$ cat src/rtl/buffer_pkg.sv
`default_nettype none
// ---------------------------------------------------------------------------
// Module : buffer_pkg
// Brief  : Shared widths and arbiter state encoding for the packet buffer.
// Rev    : 1.0  initial release
// ---------------------------------------------------------------------------
package buffer_pkg;

  localparam int BUF_DATA_W  = 32;
  localparam int BUF_DEPTH_W = 14;

  localparam logic [1:0] c_ST_IDLE = 2'd0;
  localparam logic [1:0] c_ST_GNT0 = 2'd1;
  localparam logic [1:0] c_ST_GNT1 = 2'd2;

  typedef enum logic [1:0] {
    IDLE = c_ST_IDLE,
    GNT0 = c_ST_GNT0,
    GNT1 = c_ST_GNT1
  } arb_state_t;

endpackage
`default_nettype wire

$ cat src/rtl/buffer_write_arbiter_if.sv
`default_nettype none
// ---------------------------------------------------------------------------
// Module : buffer_write_arbiter_if
// Brief  : Source streams plus buffer write/snoop signals of the arbiter.
// Rev    : 1.0  initial release
// ---------------------------------------------------------------------------
interface buffer_write_arbiter_if #(
  parameter int DATA_W = buffer_pkg::BUF_DATA_W
);
  logic              req0_valid;
  logic [DATA_W-1:0] req0_data;
  logic              req0_last;
  logic              req0_ready;
  logic              req1_valid;
  logic [DATA_W-1:0] req1_data;
  logic              req1_last;
  logic              req1_ready;
  logic [DATA_W-1:0] buf_data_in;
  logic              buf_wr_en;
  logic              buf_rd_en;
  logic              buf_data_av;

  // Source/buffer side: drives the packet streams and the snooped read strobes.
  modport master (
    output req0_valid, req0_data, req0_last, input req0_ready,
    output req1_valid, req1_data, req1_last, input req1_ready,
    input  buf_data_in, buf_wr_en,
    output buf_rd_en, buf_data_av
  );

  modport slave (
    input  req0_valid, req0_data, req0_last, output req0_ready,
    input  req1_valid, req1_data, req1_last, output req1_ready,
    output buf_data_in, buf_wr_en,
    input  buf_rd_en, buf_data_av
  );
endinterface
`default_nettype wire

$ cat src/rtl/buffer_occupancy_counter.sv
`default_nettype none
// ---------------------------------------------------------------------------
// Module : buffer_occupancy_counter
// Brief  : Saturating up/down word count of the buffer with full flag.
// Rev    : 1.0  initial release
// ---------------------------------------------------------------------------
module buffer_occupancy_counter
  import buffer_pkg::*;
#(
  parameter int DEPTH_W = BUF_DEPTH_W
) (
  input  wire logic             clk,
  input  wire logic             reset,
  input  wire logic             i_inc,
  input  wire logic             i_dec,
  output logic      [DEPTH_W:0] o_count,
  output logic                  o_full
);
  localparam logic [DEPTH_W:0] c_CAPACITY = {1'b1, {DEPTH_W{1'b0}}};
  localparam logic [DEPTH_W:0] c_ONE      = {{DEPTH_W{1'b0}}, 1'b1};

  logic [DEPTH_W:0] r_count;
  logic             w_up;
  logic             w_down;

  // Never count past capacity, never count a read from an empty buffer.
  assign w_up    = i_inc && (r_count != c_CAPACITY);
  assign w_down  = i_dec && (r_count != '0);
  assign o_count = r_count;
  assign o_full  = (r_count == c_CAPACITY);

  always_ff @(posedge clk or negedge reset) begin
    if (!reset) begin
      r_count <= '0;
    end else if (w_up && !w_down) begin
      r_count <= r_count + c_ONE;
    end else if (w_down && !w_up) begin
      r_count <= r_count - c_ONE;
    end
  end
endmodule
`default_nettype wire

$ cat src/rtl/buffer_write_arbiter.sv
`default_nettype none
// ---------------------------------------------------------------------------
// Module : buffer_write_arbiter
// Brief  : Round-robin whole-packet arbiter for the buffer write port.
// Rev    : 1.0  initial release
// ---------------------------------------------------------------------------
module buffer_write_arbiter
  import buffer_pkg::*;
#(
  parameter int DATA_W        = BUF_DATA_W,
  parameter int DEPTH_W       = BUF_DEPTH_W,
  parameter int MAX_PKT_WORDS = 384
) (
  input  wire logic             clk,
  input  wire logic             reset,
  buffer_write_arbiter_if.slave bus,
  output logic      [DEPTH_W:0] occupancy,
  output logic                  pkt_done,
  output logic                  pkt_src,
  output logic      [DEPTH_W:0] pkt_len,
  output logic                  err_oversize
);
  localparam logic [DEPTH_W:0] c_CAPACITY = {1'b1, {DEPTH_W{1'b0}}};
  localparam logic [DEPTH_W:0] c_MAX_PKT  = (DEPTH_W+1)'(MAX_PKT_WORDS);
  localparam logic [DEPTH_W:0] c_ONE      = {{DEPTH_W{1'b0}}, 1'b1};

  arb_state_t        r_state;
  logic              r_rr_ptr;
  logic [DEPTH_W:0]  r_word_cnt;
  logic [DATA_W-1:0] r_data_hold;
  logic              r_pkt_done;
  logic              r_pkt_src;
  logic [DEPTH_W:0]  r_pkt_len;
  logic              r_err;

  logic              w_full;
  logic              w_src;
  logic              w_beat;
  logic              w_last;
  logic              w_admit;
  logic [DATA_W-1:0] w_data;
  logic [DEPTH_W:0]  w_room;
  logic [DEPTH_W:0]  w_cnt_next;

  buffer_occupancy_counter #(.DEPTH_W(DEPTH_W)) u_occ (
    .clk     (clk),
    .reset   (reset),
    .i_inc   (w_beat),
    .i_dec   (bus.buf_rd_en && bus.buf_data_av),
    .o_count (occupancy),
    .o_full  (w_full)
  );

  assign bus.req0_ready = (r_state == GNT0) && !w_full;
  assign bus.req1_ready = (r_state == GNT1) && !w_full;

  assign w_src      = (r_state == GNT1);
  assign w_beat     = (bus.req0_valid && bus.req0_ready) || (bus.req1_valid && bus.req1_ready);
  assign w_last     = w_src ? bus.req1_last : bus.req0_last;
  assign w_data     = w_src ? bus.req1_data : bus.req0_data;
  assign w_cnt_next = r_word_cnt + c_ONE;
  assign w_room     = c_CAPACITY - occupancy;
  assign w_admit    = (w_room >= c_MAX_PKT) && (bus.req0_valid || bus.req1_valid);

  // Data port shows the live word on a beat and otherwise holds the last one written.
  assign bus.buf_wr_en   = w_beat;
  assign bus.buf_data_in = w_beat ? w_data : r_data_hold;

  assign pkt_done     = r_pkt_done;
  assign pkt_src      = r_pkt_src;
  assign pkt_len      = r_pkt_len;
  assign err_oversize = r_err;

  always_ff @(posedge clk or negedge reset) begin
    if (!reset) begin
      r_state     <= IDLE;
      r_rr_ptr    <= 1'b0;
      r_word_cnt  <= '0;
      r_data_hold <= '0;
      r_pkt_done  <= 1'b0;
      r_pkt_src   <= 1'b0;
      r_pkt_len   <= '0;
      r_err       <= 1'b0;
    end else begin
      r_pkt_done <= 1'b0;
      if (w_beat) begin
        r_data_hold <= w_data;
        if (w_cnt_next > c_MAX_PKT) begin
          r_err <= 1'b1;
        end
      end
      case (r_state)
        IDLE: begin
          if (w_admit) begin
            if (bus.req0_valid && bus.req1_valid) begin
              r_state <= r_rr_ptr ? GNT1 : GNT0;
            end else if (bus.req0_valid) begin
              r_state <= GNT0;
            end else begin
              r_state <= GNT1;
            end
          end
        end
        GNT0, GNT1: begin
          if (w_beat) begin
            if (w_last) begin
              r_state    <= IDLE;
              r_rr_ptr   <= ~w_src;
              r_pkt_done <= 1'b1;
              r_pkt_src  <= w_src;
              r_pkt_len  <= w_cnt_next;
              r_word_cnt <= '0;
            end else begin
              r_word_cnt <= w_cnt_next;
            end
          end
        end
        default: r_state <= IDLE;
      endcase
    end
  end
endmodule
`default_nettype wire

$ cat src/flat_wrapper.sv
// flat-port wrapper written by rule: the top's interface ports become plain ports
module buffer_write_arbiter_flat import buffer_pkg::*;
#(
  parameter int DATA_W        = BUF_DATA_W,
  parameter int DEPTH_W       = BUF_DEPTH_W,
  parameter int MAX_PKT_WORDS = 384
)
  (clk, reset, occupancy, pkt_done, pkt_src, pkt_len, err_oversize, bus_req0_valid, bus_req0_data, bus_req0_last, bus_req0_ready, bus_req1_valid, bus_req1_data, bus_req1_last, bus_req1_ready, bus_buf_data_in, bus_buf_wr_en, bus_buf_rd_en, bus_buf_data_av);
  buffer_write_arbiter_if #(.DATA_W(DATA_W)) bus_i ();
  input  wire logic clk;
  input  wire logic reset;
  output logic      [DEPTH_W:0] occupancy;
  output logic pkt_done;
  output logic pkt_src;
  output logic      [DEPTH_W:0] pkt_len;
  output logic err_oversize;
  input wire logic [$bits(bus_i.req0_valid)-1:0] bus_req0_valid;
  input wire logic [$bits(bus_i.req0_data)-1:0] bus_req0_data;
  input wire logic [$bits(bus_i.req0_last)-1:0] bus_req0_last;
  output wire logic [$bits(bus_i.req0_ready)-1:0] bus_req0_ready;
  input wire logic [$bits(bus_i.req1_valid)-1:0] bus_req1_valid;
  input wire logic [$bits(bus_i.req1_data)-1:0] bus_req1_data;
  input wire logic [$bits(bus_i.req1_last)-1:0] bus_req1_last;
  output wire logic [$bits(bus_i.req1_ready)-1:0] bus_req1_ready;
  output wire logic [$bits(bus_i.buf_data_in)-1:0] bus_buf_data_in;
  output wire logic [$bits(bus_i.buf_wr_en)-1:0] bus_buf_wr_en;
  input wire logic [$bits(bus_i.buf_rd_en)-1:0] bus_buf_rd_en;
  input wire logic [$bits(bus_i.buf_data_av)-1:0] bus_buf_data_av;
  assign bus_i.req0_valid = bus_req0_valid;
  assign bus_i.req0_data = bus_req0_data;
  assign bus_i.req0_last = bus_req0_last;
  assign bus_req0_ready = bus_i.req0_ready;
  assign bus_i.req1_valid = bus_req1_valid;
  assign bus_i.req1_data = bus_req1_data;
  assign bus_i.req1_last = bus_req1_last;
  assign bus_req1_ready = bus_i.req1_ready;
  assign bus_buf_data_in = bus_i.buf_data_in;
  assign bus_buf_wr_en = bus_i.buf_wr_en;
  assign bus_i.buf_rd_en = bus_buf_rd_en;
  assign bus_i.buf_data_av = bus_buf_data_av;
  buffer_write_arbiter #(.DATA_W(DATA_W), .DEPTH_W(DEPTH_W), .MAX_PKT_WORDS(MAX_PKT_WORDS)) u_core (.clk(clk), .reset(reset), .bus(bus_i), .occupancy(occupancy), .pkt_done(pkt_done), .pkt_src(pkt_src), .pkt_len(pkt_len), .err_oversize(err_oversize));
endmodule
$ cat config.mk
export PLATFORM = sky130hd
export DESIGN_NAME = buffer_write_arbiter_flat
export DESIGN_NICKNAME = d
export VERILOG_FILES = /design/src/rtl/buffer_pkg.sv /design/src/rtl/buffer_write_arbiter_if.sv /design/src/rtl/buffer_occupancy_counter.sv /design/src/rtl/buffer_write_arbiter.sv /design/src/flat_wrapper.sv
export SDC_FILE = /design/constraint.sdc
export NUM_CORES = 1
export LEC_CHECK = 0
export ABC_AREA = 1
export ABC_CLOCK_PERIOD_IN_PS = 3700
export BUFFER_PORTS_ARGS = -buffer_cell sky130_fd_sc_hd__buf_2
export CORE_MARGIN = 5
export CORE_UTILIZATION = 53
export CTS_CLUSTER_DIAMETER = 100
export DETAILED_ROUTE_END_ITERATION = 12
export GPL_TIMING_DRIVEN = 0
export PLACE_DENSITY = 0.82
export SYNTH_ARGS = -nofsm -noshare
export SYNTH_HDL_FRONTEND = slang
export SYNTH_SLANG_ARGS = --single-unit
$ cat constraint.sdc
create_clock -name clk -period 3.7 [get_ports clk]
set_input_delay 0 -clock clk [delete_from_list [all_inputs] [get_ports clk]]
set_output_delay 0 -clock clk [all_outputs]
set_load 0.01 [all_outputs]
==> flow_metrics.py, run 1 <==
metrics = {
    "yosys": {
        "synth_adder_area_share": 0.0512,
        "avgSynthCellArea_um2": 7.57,
        "ys_ff_latch": 83,
        "synthTopCellsByArea": "dfrtp_1 (41%), nand2_1 (18%), a31oi_2 (6.7%)",
        "synthSimpleGateAreaFrac": 0.316,
        "yosysTopAreaCellShare": 0.412,
        "yosysMostFrequentCell": "nand2_1",
        "synth-main-ff-cell": "dfrtp_1",
        "synth_area_um2": 5040,
        "synth_top_family_by_area": "simple AND/OR/NAND/NOR gates",
        "synth_cell_types": 35,
        "synth_common_cells": "nand2_1 (241), dfrtp_1 (83), nor2_1 (78)",
        "yosys-mux-area-fraction": 0,
        "synth-async-reset-ratio": 1.00,
        "yosysSeqAreaShare": 0.412,
        "syn-instance-count": 666,
        "synth_edf_count": 0,
        "yosys.area.top_type": "dfrtp_1",
        "synth_xor_area_frac": 0.0122,
        "synth_compound_area_frac": 0.138,
        "synth_nets": 758,
        "yosysWarningCount": 0,
    },
    "critical_path": {
        "worst_r2r_path_depth": 23,
        "reg2reg_to": "u_core.u_occ.o_count[14]",
        "path_class": "reg2reg",
        "r2r-start": "u_core.u_occ.o_count[9]",
        "worstSetupStartpointType": "register",
        "critPathMaxFanout": 15,
        "r2r_slack_ns": 0.19,
        "endpoint_kind": "register",
        "worst_ep_required_time_ns": 3.96,
        "cp_data_arrival_time_ns": 3.77,
    },
    "layout": {
        "fin_nets": 974,
        "area_growth_pct": 35.3,
        "drive_gt1_frac": 0.254,
        "stdcell_area_um2": 6820,
        "num_antenna_cells": 0,
    },
    "global_route": {
        "grt_max_degree": 63,
        "grt_use_total": 0.296,
        "grt_pass1_vias": 5686,
        "gr-total-overflow": 0,
        "grt_antenna_before_repair": 0,
        "grt_pass1_wl_um": 27400,
    },
    "power": {
        "total_power_w": 0.00578,
        "p_leak_nw": 3.42,
        "seq_power_share": 0.264,
        "combPwrFrac": 0.619,
        "p_clk_frac": 0.118,
        "intPower_w": 0.00303,
        "netSwitchingFraction": 0.476,
        "p_sw_w": 0.00276,
        "ir_drop_mv": 0.614,
        "p_per_area_nw_per_um2": 848,
    },
    "sta": {
        "fmaxAchievable_ghz": 0.285,
        "period_needed_ns": 3.51,
        "holdWs_ns": 0.0181,
        "setup_viol": 0,
        "final_max_slew_viol_count": 0,
        "fin_crit_sh": 0.949,
        "tightest_slew_ns": 0.678,
        "layout_setup_ws_ns": 0.190,
        "hold_violations": 0,
        "skew_ns": 0.0150,
        "slew_headroom": 0.548,
    },
    "clock_tree": {
        "clk_pin_slew_worst_paths_ns": 0.10,
        "cts_buffer_depth": 2,
        "cts_made_buffers": 9,
        "clock-sinks": 83,
        "cts_tree": "done",
        "root_buffer": "clkbuf_8",
        "htreeDepth": 3,
        "clk_latency_ns": 0.36,
    },
    "hold_path": {
        "whs_endpoint": "u_core.r_data_hold[29]",
        "min_path_cells": 3,
        "min_from": "bus_req1_data[29]",
        "hold_path_class": "in2reg",
    },
    "run_status": {
        "status": "complete, no violations",
    },
    "drt": {
        "viasPerCell": 5.52,
        "totalWireLength_um": 16700,
        "ant_nets": 0,
        "drc": 0,
        "first_pass_iters": 5,
        "drt_iter0_markers": 388,
        "wl_per_cell_um": 16.4,
        "via_count": 5609,
    },
    "placed_design": {
        "port_buffers": 139,
        "placed_cell_area_um2": 5930,
        "routabilityCongestion": 0.987,
        "dp_hpwl_um": 10800,
        "post-place-ws_ns": -0.0617,
    },
    "floorplan": {
        "ios": 140,
        "start_util": 0.545,
        "die_h_um": 108,
        "rows": 35,
        "dieArea_um2": 11600,
        "coreArea_um2": 9240,
        "die_w_um": 108,
    },
    "run": {
        "max-cap-violations": 0,
    },
}
-- flip-flops by register name, indices dropped and copies added (netlist names) --
signal,cells
u_core.pkt_src,1
u_core.r_data_hold,32
u_core.pkt_len,15
u_core.err_oversize,1
u_core.r_state,2
u_core.pkt_done,1
u_core.r_rr_ptr,1
u_core.u_occ.o_count,15
u_core.r_word_cnt,15
-- metrics by stage --
step / instances / setup TNS (ns) / util
after CTS: 1015 / 0 / 0.733
after floorplan: 666 / 0 / -
after global placement: 934 / 0 / 0.638
after detailed placement: 935 / -0.113 / 0.641
final: 1016 / 0 / 0.738
after global routing: 1016 / -0.0692 / 0.738
-- layout make-up --
class                           instances  area [um2]
Sequential cell                        83        2080
Tap cell                              129         161
Timing Repair Buffer                  205        1390
Multi-Input combinational cell        502        2630
Clock buffer                            9         124
Inverter                               58         221
Fill cell                             650        2420
Buffer                                 23         141
Clock inverter                          7        75.1
-- timing repair --
action | 4_1_cts | 5_1_grt
endpoints found under the hold margin | 115 | 0
endpoints found under the setup margin | 4 | 11
resized for setup | 1 | 8
hold buffers | 64 | 0
setup buffers | 0 | 1
-- routing by layer --
metal  global-route usage  vias to the layer above  wire length, um  share of wire
met4                0.118                        0              566          0.034
met3               0.0624                       57             1580          0.094
li1                     -                     2589                -              -
met1                0.374                     2625             6510           0.39
met5                    0                        -                0              0
met2                0.495                      338             8060           0.48
-- worst max-delay path by stage --
stage                             from                        to  slack, ns  depth (start not counted)
2_1_floorplan  u_core.u_occ.o_count[0]  u_core.u_occ.o_count[14]       0.54                         20
3_3_place_gp   u_core.u_occ.o_count[8]  u_core.u_occ.o_count[12]       0.03                         19
3_5_place_dp   u_core.u_occ.o_count[8]   u_core.u_occ.o_count[9]      -0.06                         20
4_1_cts              u_core.r_state[0]   u_core.u_occ.o_count[9]       0.04                         19
5_1_grt        u_core.u_occ.o_count[9]  u_core.u_occ.o_count[14]      -0.04                         21
6_report       u_core.u_occ.o_count[9]  u_core.u_occ.o_count[14]       0.19                         23
-- cells in the final DEF, fill, tap and decap left out, types with 3 or more instances in the layout --
cell type,count
xnor2_1,4
nand3_1,37
a31oi_2,27
clkinvlp_4,4
a21oi_1,14
clkbuf_1,8
o21ai_2,6
nor2_1,78
xor2_1,3
nand2_1,241
buf_6,5
o21bai_1,3
o21ai_1,4
nand2_2,4
inv_1,55
nor3_1,5
dlygate4sd3_1,64
buf_2,146
nand4_1,9
o21ai_0,25
ha_1,19
a31oi_1,5
dfrtp_1,81
clkbuf_8,9
-- power by group through the flow --
stage	clock network, W	logic, W	registers, W
CTS	0.000677	0.00336	0.00150
global route	0.000728	0.00392	0.00156
global placement	0	0.00291	0.00150
floorplan	0	0.00203	0.00151
detailed placement	0	0.00300	0.00152
finish	0.000680	0.00358	0.00152
-- cell families (layout without fill, tap and decap cells) --
group | count (synthesis) | count (layout)
flip-flops | 83 | 83
buffers and inverters | 81 | 302
AO/OA/AOI/OAI | 89 | 89
XOR/XNOR | 7 | 7
AND/OR/NAND/NOR | 386 | 386
adder cells (fa/ha/maj) | 20 | 20
-- critical path, cell delays in order (launching register included) --
cell	delay [ns]
dfrtp_1	0.47
nor2_1	0.10
nand2_1	0.13
nor3_4	0.07
a21boi_2	0.18
nand2_2	0.11
nand2_4	0.11
buf_6	0.17
buf_6	0.19
ha_1	0.26
clkinvlp_4	0.13
buf_12	0.16
fa_1	0.43
nand2_1	0.11
nand2_1	0.06
nand2_1	0.06
nand2_1	0.07
nand2_1	0.08
nand2_1	0.08
nand3_1	0.08
nand2_1	0.07
xor2_1	0.15
nand2_1	0.07
nand2_1	0.06
Power figures use the tool's default switching activity.
==> run 2: changes to the inputs <==
--- a/config.mk
+++ b/config.mk
@@ -13,7 +13,8 @@
 export CTS_CLUSTER_DIAMETER = 100
 export DETAILED_ROUTE_END_ITERATION = 12
 export GPL_TIMING_DRIVEN = 0
-export PLACE_DENSITY = 0.82
+export MAX_ROUTING_LAYER = met4
+export PLACE_DENSITY = 0.81
 export SYNTH_ARGS = -nofsm -noshare
 export SYNTH_HDL_FRONTEND = slang
 export SYNTH_SLANG_ARGS = --single-unit
==> flow_metrics.py, run 2 (synthesis results as in run 1) <==
metrics = {
    "layout": {
        "drive_gt1_frac": 0.262,
        "num-fill-cells": 643,
        "fin_cells": 1022,
        "area_growth_pct": 36.4,
        "seq_area_um2": 2080,
        "regMostFlops": "u_core.r_data_hold",
        "final_cell_mix": "nand2_1 (241), buf_2 (146), dfrtp_1 (81), nor2_1 (77), dlygate4sd3_1 (65)",
        "largest_reg_flops": 32,
        "fin_nets": 980,
        "final_common_cell": "nand2_1",
        "num_antenna_cells": 0,
        "stdcell_area_um2": 6870,
        "multi_input_area_um2": 2640,
    },
    "global_route": {
        "grt_use_met1": 0.382,
        "grt_max_degree": 66,
        "grt_pass1_vias": 5546,
        "grt_use_total": 0.303,
        "gr-usage-met3": 0.0630,
        "grt_pass1_wl_um": 27200,
        "grt_antenna_before_repair": 0,
        "grt.busiest_layer": "met2",
        "gr-total-overflow": 0,
        "met2_usage": 0.492,
    },
    "drt": {
        "totalWireLength_um": 17000,
        "ant_nets": 0,
        "via_count": 5553,
        "drt_iter0_markers": 381,
        "first_pass_iters": 6,
        "viasPerCell": 5.43,
        "wl_per_cell_um": 16.6,
        "drc": 0,
    },
    "critical_path": {
        "cp_data_arrival_time_ns": 3.78,
        "critPathMaxFanout": 10,
        "crit_family": "simple AND/OR/NAND/NOR gates",
        "endpoint_kind": "register",
        "worstSetupStartpointType": "register",
        "crit_path_max_incr_delay_ns": 0.47,
        "path_cells": "nor2_1 > nand3_1 > nor2_2 > a21boi_2 > nand2_2 > nand2_4 > buf_6 > buf_6 > ha_4 > clkinvlp_4 > buf_4 > ha_1 > inv_1 > nor3_2 > inv_1 > nor2_1 > nor2_1 > nand2_1 > xor2_1 > nand2_1 > nand2_1",
        "path_class": "reg2reg",
        "worst_ep_required_time_ns": 4.01,
        "path_buf_inv": 6,
        "critPathSlowestCell": "dfrtp_1",
    },
    "sta": {
        "rsz0062_at_grt": "false",
        "tightest_slew_ns": 0.635,
        "final_max_slew_viol_count": 0,
        "holdWs_ns": 0.0601,
        "layout_setup_ws_ns": 0.234,
        "period_needed_ns": 3.47,
        "setup_viol": 0,
        "hold_violations": 0,
        "fmaxAchievable_ghz": 0.289,
        "slew_headroom": 0.577,
        "fin_crit_sh": 0.937,
        "skew_ns": 0.0241,
    },
    "placed_design": {
        "post-place-ws_ns": -0.0975,
        "dp_cells": 935,
        "placed_cell_area_um2": 5930,
        "port_buffers": 139,
        "dp_hpwl_um": 10900,
        "routabilityCongestion": 0.938,
    },
    "floorplan": {
        "coreArea_um2": 9240,
        "die_w_um": 108,
        "rows": 35,
        "dieArea_um2": 11600,
        "start_util": 0.545,
        "ios": 140,
        "die_h_um": 108,
    },
    "clock_tree": {
        "htreeDepth": 3,
        "root_buffer": "clkbuf_8",
        "cts_made_buffers": 9,
        "cts_tree": "done",
        "clk_latency_ns": 0.38,
        "clock-sinks": 83,
        "cts_buffer_depth": 2,
        "clk_pin_slew_worst_paths_ns": 0.09,
    },
    "power": {
        "ir_drop_mv": 0.487,
        "p_leak_nw": 3.44,
        "p_per_area_nw_per_um2": 849,
    },
    "run": {
        "max-cap-violations": 0,
    },
    "run_status": {
        "status": "complete, no violations",
    },
    "hold_path": {
        "hold_path_class": "in2async",
    },
}
## run 2: changes by cell type in the layout (fill, tap and decap cells not counted), moves of 2 or more
cell,delta
buf_4,+5
clkinv_4,+2
ha_1,-2
nor2_2,+2
## run 2: routing by layer
| layer | up-vias | routed length (um) | share of wire |
|---|---|---|---|
| met4 | 0 | 465 | 0.027 |
| met3 | 52 | 1410 | 0.083 |
| met2 | 311 | 8130 | 0.48 |
| met5 | - | 0 | 0 |
| li1 | 2600 | - | - |
| met1 | 2590 | 6950 | 0.41 |
## run 2: final timing paths
path                                          from                  endpoint  slack [ns]  cells after the start
max in group asynchronous                    reset   u_core.u_occ.o_count[3]        3.02                      3
setup / recovery           u_core.u_occ.o_count[1]  u_core.u_occ.o_count[14]        0.23                     21
hold reg to reg                u_core.err_oversize       u_core.err_oversize        0.46                      2
hold / removal                               reset  u_core.u_occ.o_count[12]        0.06                      2
setup reg to reg           u_core.u_occ.o_count[1]  u_core.u_occ.o_count[14]        0.23                     21
min in group clk                    bus_req1_valid         u_core.r_state[0]        0.13                      6
## run 2: layout make-up
type | count | share of cell area
tap | 129 | 0.0235
timing repair buffer | 210 | 0.206
inverter | 58 | 0.0322
multi-input combinational | 502 | 0.384
clock buffer | 9 | 0.0180
timing repair inverter | 1 | 0.00109
buffer | 23 | 0.0206
clock inverter | 7 | 0.0118
sequential | 83 | 0.303
## run 2: what timing repair did
action / in CTS / in global routing
setup buffers: 0 / 5
cloned: 0 / 1
hold buffers: 65 / 0
hold endpoints to repair: 115 / 0
gates resized for setup: 1 / 12
setup endpoints to repair: 5 / 11
## run 2: stage by stage
stage	utilization	setup TNS, ns	power [W]
finish	0.744	0	0.00583
global route	0.744	0	0.00626
CTS	0.734	0	0.00557
detailed placement	0.641	-0.254	0.00452
global placement	0.638	-0.0338	0.00443
floorplan	-	0	0.00354
## run 2: where the power goes
part / internal [W] / total [W] / switching, W / leakage (nW)
Combinational: 0.00149 / 0.00362 / 0.00213 / 2.32
Sequential: 0.00126 / 0.00152 / 0.000259 / 1.02
Clock: 0.000322 / 0.000696 / 0.000375 / 0.101
Total: 0.00307 / 0.00583 / 0.00276 / 3.44
==> run 3: changes to the inputs <==
--- a/config.mk
+++ b/config.mk
@@ -14,7 +14,7 @@
 export DETAILED_ROUTE_END_ITERATION = 12
 export GPL_TIMING_DRIVEN = 0
 export MAX_ROUTING_LAYER = met4
-export PLACE_DENSITY = 0.81
+export PLACE_DENSITY = 0.85
 export SYNTH_ARGS = -nofsm -noshare
 export SYNTH_HDL_FRONTEND = slang
 export SYNTH_SLANG_ARGS = --single-unit
==> constraint.sdc (replaced) <==
create_clock -name clk -period 3.7 [get_ports clk]
set_input_delay 0.37 -clock clk [delete_from_list [all_inputs] [get_ports clk]]
set_output_delay 0.37 -clock clk [all_outputs]
set_load 0.01 [all_outputs]
==> flow_metrics.py, run 3 (synthesis results as in run 1) <==
metrics = {
    "global_route": {
        "grt_pass1_vias": 4824,
        "grt_use_total": 0.250,
        "grt_antenna_before_repair": 0,
        "grt_pass1_wl_um": 22700,
        "gr-total-overflow": 0,
        "grt_max_degree": 56,
    },
    "layout": {
        "final_cell_mix": "nand2_1 (241), buf_2 (146), nor2_1 (78), dfrtp_1 (77), inv_1 (55)",
        "num_antenna_cells": 0,
        "fin_nets": 914,
        "multi_input_area_um2": 2620,
        "largest_reg_flops": 32,
        "utilization": 0.671,
        "area_growth_pct": 23.1,
        "stdcell_area_um2": 6200,
        "drive_gt1_frac": 0.279,
        "num-fill-cells": 820,
        "regMostFlops": "u_core.r_data_hold",
        "seq_area_um2": 2080,
        "final_common_cell": "nand2_1",
    },
    "sta": {
        "tightest_slew_ns": 0.578,
        "fmaxAchievable_ghz": 0.288,
        "period_needed_ns": 3.47,
        "setup_viol": 0,
        "slew_headroom": 0.614,
        "fin_crit_sh": 0.938,
        "hold_violations": 0,
        "final_max_slew_viol_count": 0,
        "layout_setup_ws_ns": 0.230,
        "skew_ns": 0.0156,
    },
    "critical_path": {
        "worstSetupStartpointType": "register",
        "worst_ep_required_time_ns": 3.96,
        "path_class": "reg2reg",
        "endpoint_kind": "register",
        "critPathMaxFanout": 10,
        "cp_data_arrival_time_ns": 3.73,
    },
    "drt": {
        "wl_met3_um": 881,
        "drt_iter0_markers": 306,
        "via_count": 5078,
        "wl_per_cell_um": 14.5,
        "totalWireLength_um": 13900,
        "highest_layer": "met4",
        "wl_met2_um": 6440,
        "viasPerCell": 5.31,
        "wl_met1_um": 6190,
        "drc": 0,
        "ant_nets": 0,
        "first_pass_iters": 5,
    },
    "power": {
        "total_power_w": 0.00526,
        "p_leak_nw": 3.18,
        "ir_drop_mv": 0.452,
        "p_per_area_nw_per_um2": 848,
    },
    "clock_tree": {
        "cts_made_buffers": 9,
        "htreeDepth": 3,
        "clk_latency_ns": 0.37,
        "root_buffer": "clkbuf_8",
        "clk_pin_slew_worst_paths_ns": 0.09,
        "clock-sinks": 83,
        "cts_tree": "done",
        "cts_buffer_depth": 2,
    },
    "placed_design": {
        "post-place-ws_ns": -0.0698,
        "routabilityCongestion": 0.987,
        "dp_hpwl_um": 11000,
        "port_buffers": 139,
        "placed_cell_area_um2": 5930,
    },
    "hold_path": {
        "hold_path_class": "in2reg",
    },
    "run": {
        "max-cap-violations": 0,
    },
    "floorplan": {
        "die_h_um": 108,
        "coreArea_um2": 9240,
        "start_util": 0.545,
        "rows": 35,
        "dieArea_um2": 11600,
        "ios": 140,
        "die_w_um": 108,
    },
    "run_status": {
        "status": "complete, no violations",
    },
}
==> run 3: cell count changes in the layout (fill, tap and decap cells not counted), sizes merged <==
cell | before | now
inv | 60 | 59
dlygate4sd3 | 65 | 1
buf | 159 | 158
==> run 3: layout make-up <==
cell class | instances | area share
Inverter | 58 | 0.0357
Tap cell | 129 | 0.0260
Clock inverter | 7 | 0.0123
Sequential cell | 83 | 0.336
Multi-Input combinational cell | 502 | 0.422
Clock buffer | 9 | 0.0200
Buffer | 23 | 0.0228
Timing Repair Buffer | 145 | 0.125
==> run 3: layer usage <==
layer  vias to the layer above  global-route usage
met2                       208               0.395
met4                         0              0.0929
met1                      2372               0.331
met3                        30              0.0300
li1                       2468                   -
met5                         -                   -
==> run 3: path summary, 6_finish.rpt <==
kind | start | end | slack [ns] | depth (start not counted)
worst max-delay path | u_core.r_state[0] | u_core.u_occ.o_count[14] | 0.23 | 22
worst min-delay path | bus_req0_data[31] | u_core.r_data_hold[31] | 0.27 | 3
worst max register to register | u_core.r_state[0] | u_core.u_occ.o_count[14] | 0.23 | 22
worst min register to register | u_core.err_oversize | u_core.err_oversize | 0.48 | 2
max in group asynchronous | reset | u_core.r_data_hold[27] | 2.62 | 3
min in group asynchronous | reset | u_core.u_occ.o_count[12] | 0.47 | 2
==> run 3: per-stage QoR <==
stage          hold WS [ns]  TNS (ns)  std cells
5_1_grt               0.271  -0.00513        956
2_1_floorplan        0.0744         0        666
6_report              0.273         0        956
4_1_cts               0.258         0        952
3_3_place_gp          0.442   -0.0226        934
3_5_place_dp          0.335    -0.138        935
==> run 3: critical path, stage by stage (launching register included) <==
cell,delay [ns]
dfrtp_1,0.40
inv_1,0.09
ha_1,0.16
clkbuf_4,0.21
nand3_2,0.13
nand2_4,0.13
buf_6,0.16
buf_6,0.19
ha_2,0.24
clkinvlp_4,0.17
buf_12,0.18
fa_1,0.41
nand2_1,0.10
nand2_1,0.06
nand2_1,0.06
nand2_1,0.08
nand2_1,0.09
nand2_1,0.09
nand3_1,0.10
nand2_1,0.07
xor2_1,0.14
nand2_1,0.06
nand2_1,0.05
==> run 3: where the power goes <==
group          leakage, nW  switching, W  internal, W
sequential            1.01      0.000240      0.00126
clock               0.0962      0.000358     0.000317
combinational         2.07       0.00192      0.00116
total                 3.18       0.00252      0.00274
==> run 3: what timing repair did <==
action | 4_1_cts | 5_1_grt
gates resized for setup | 1 | 10
pin swaps | 0 | 0
hold endpoints to repair | 28 | 0
buffers inserted | 0 | 4
setup endpoints to repair | 4 | 10
hold buffers | 1 | 0
gates cloned | 0 | 0
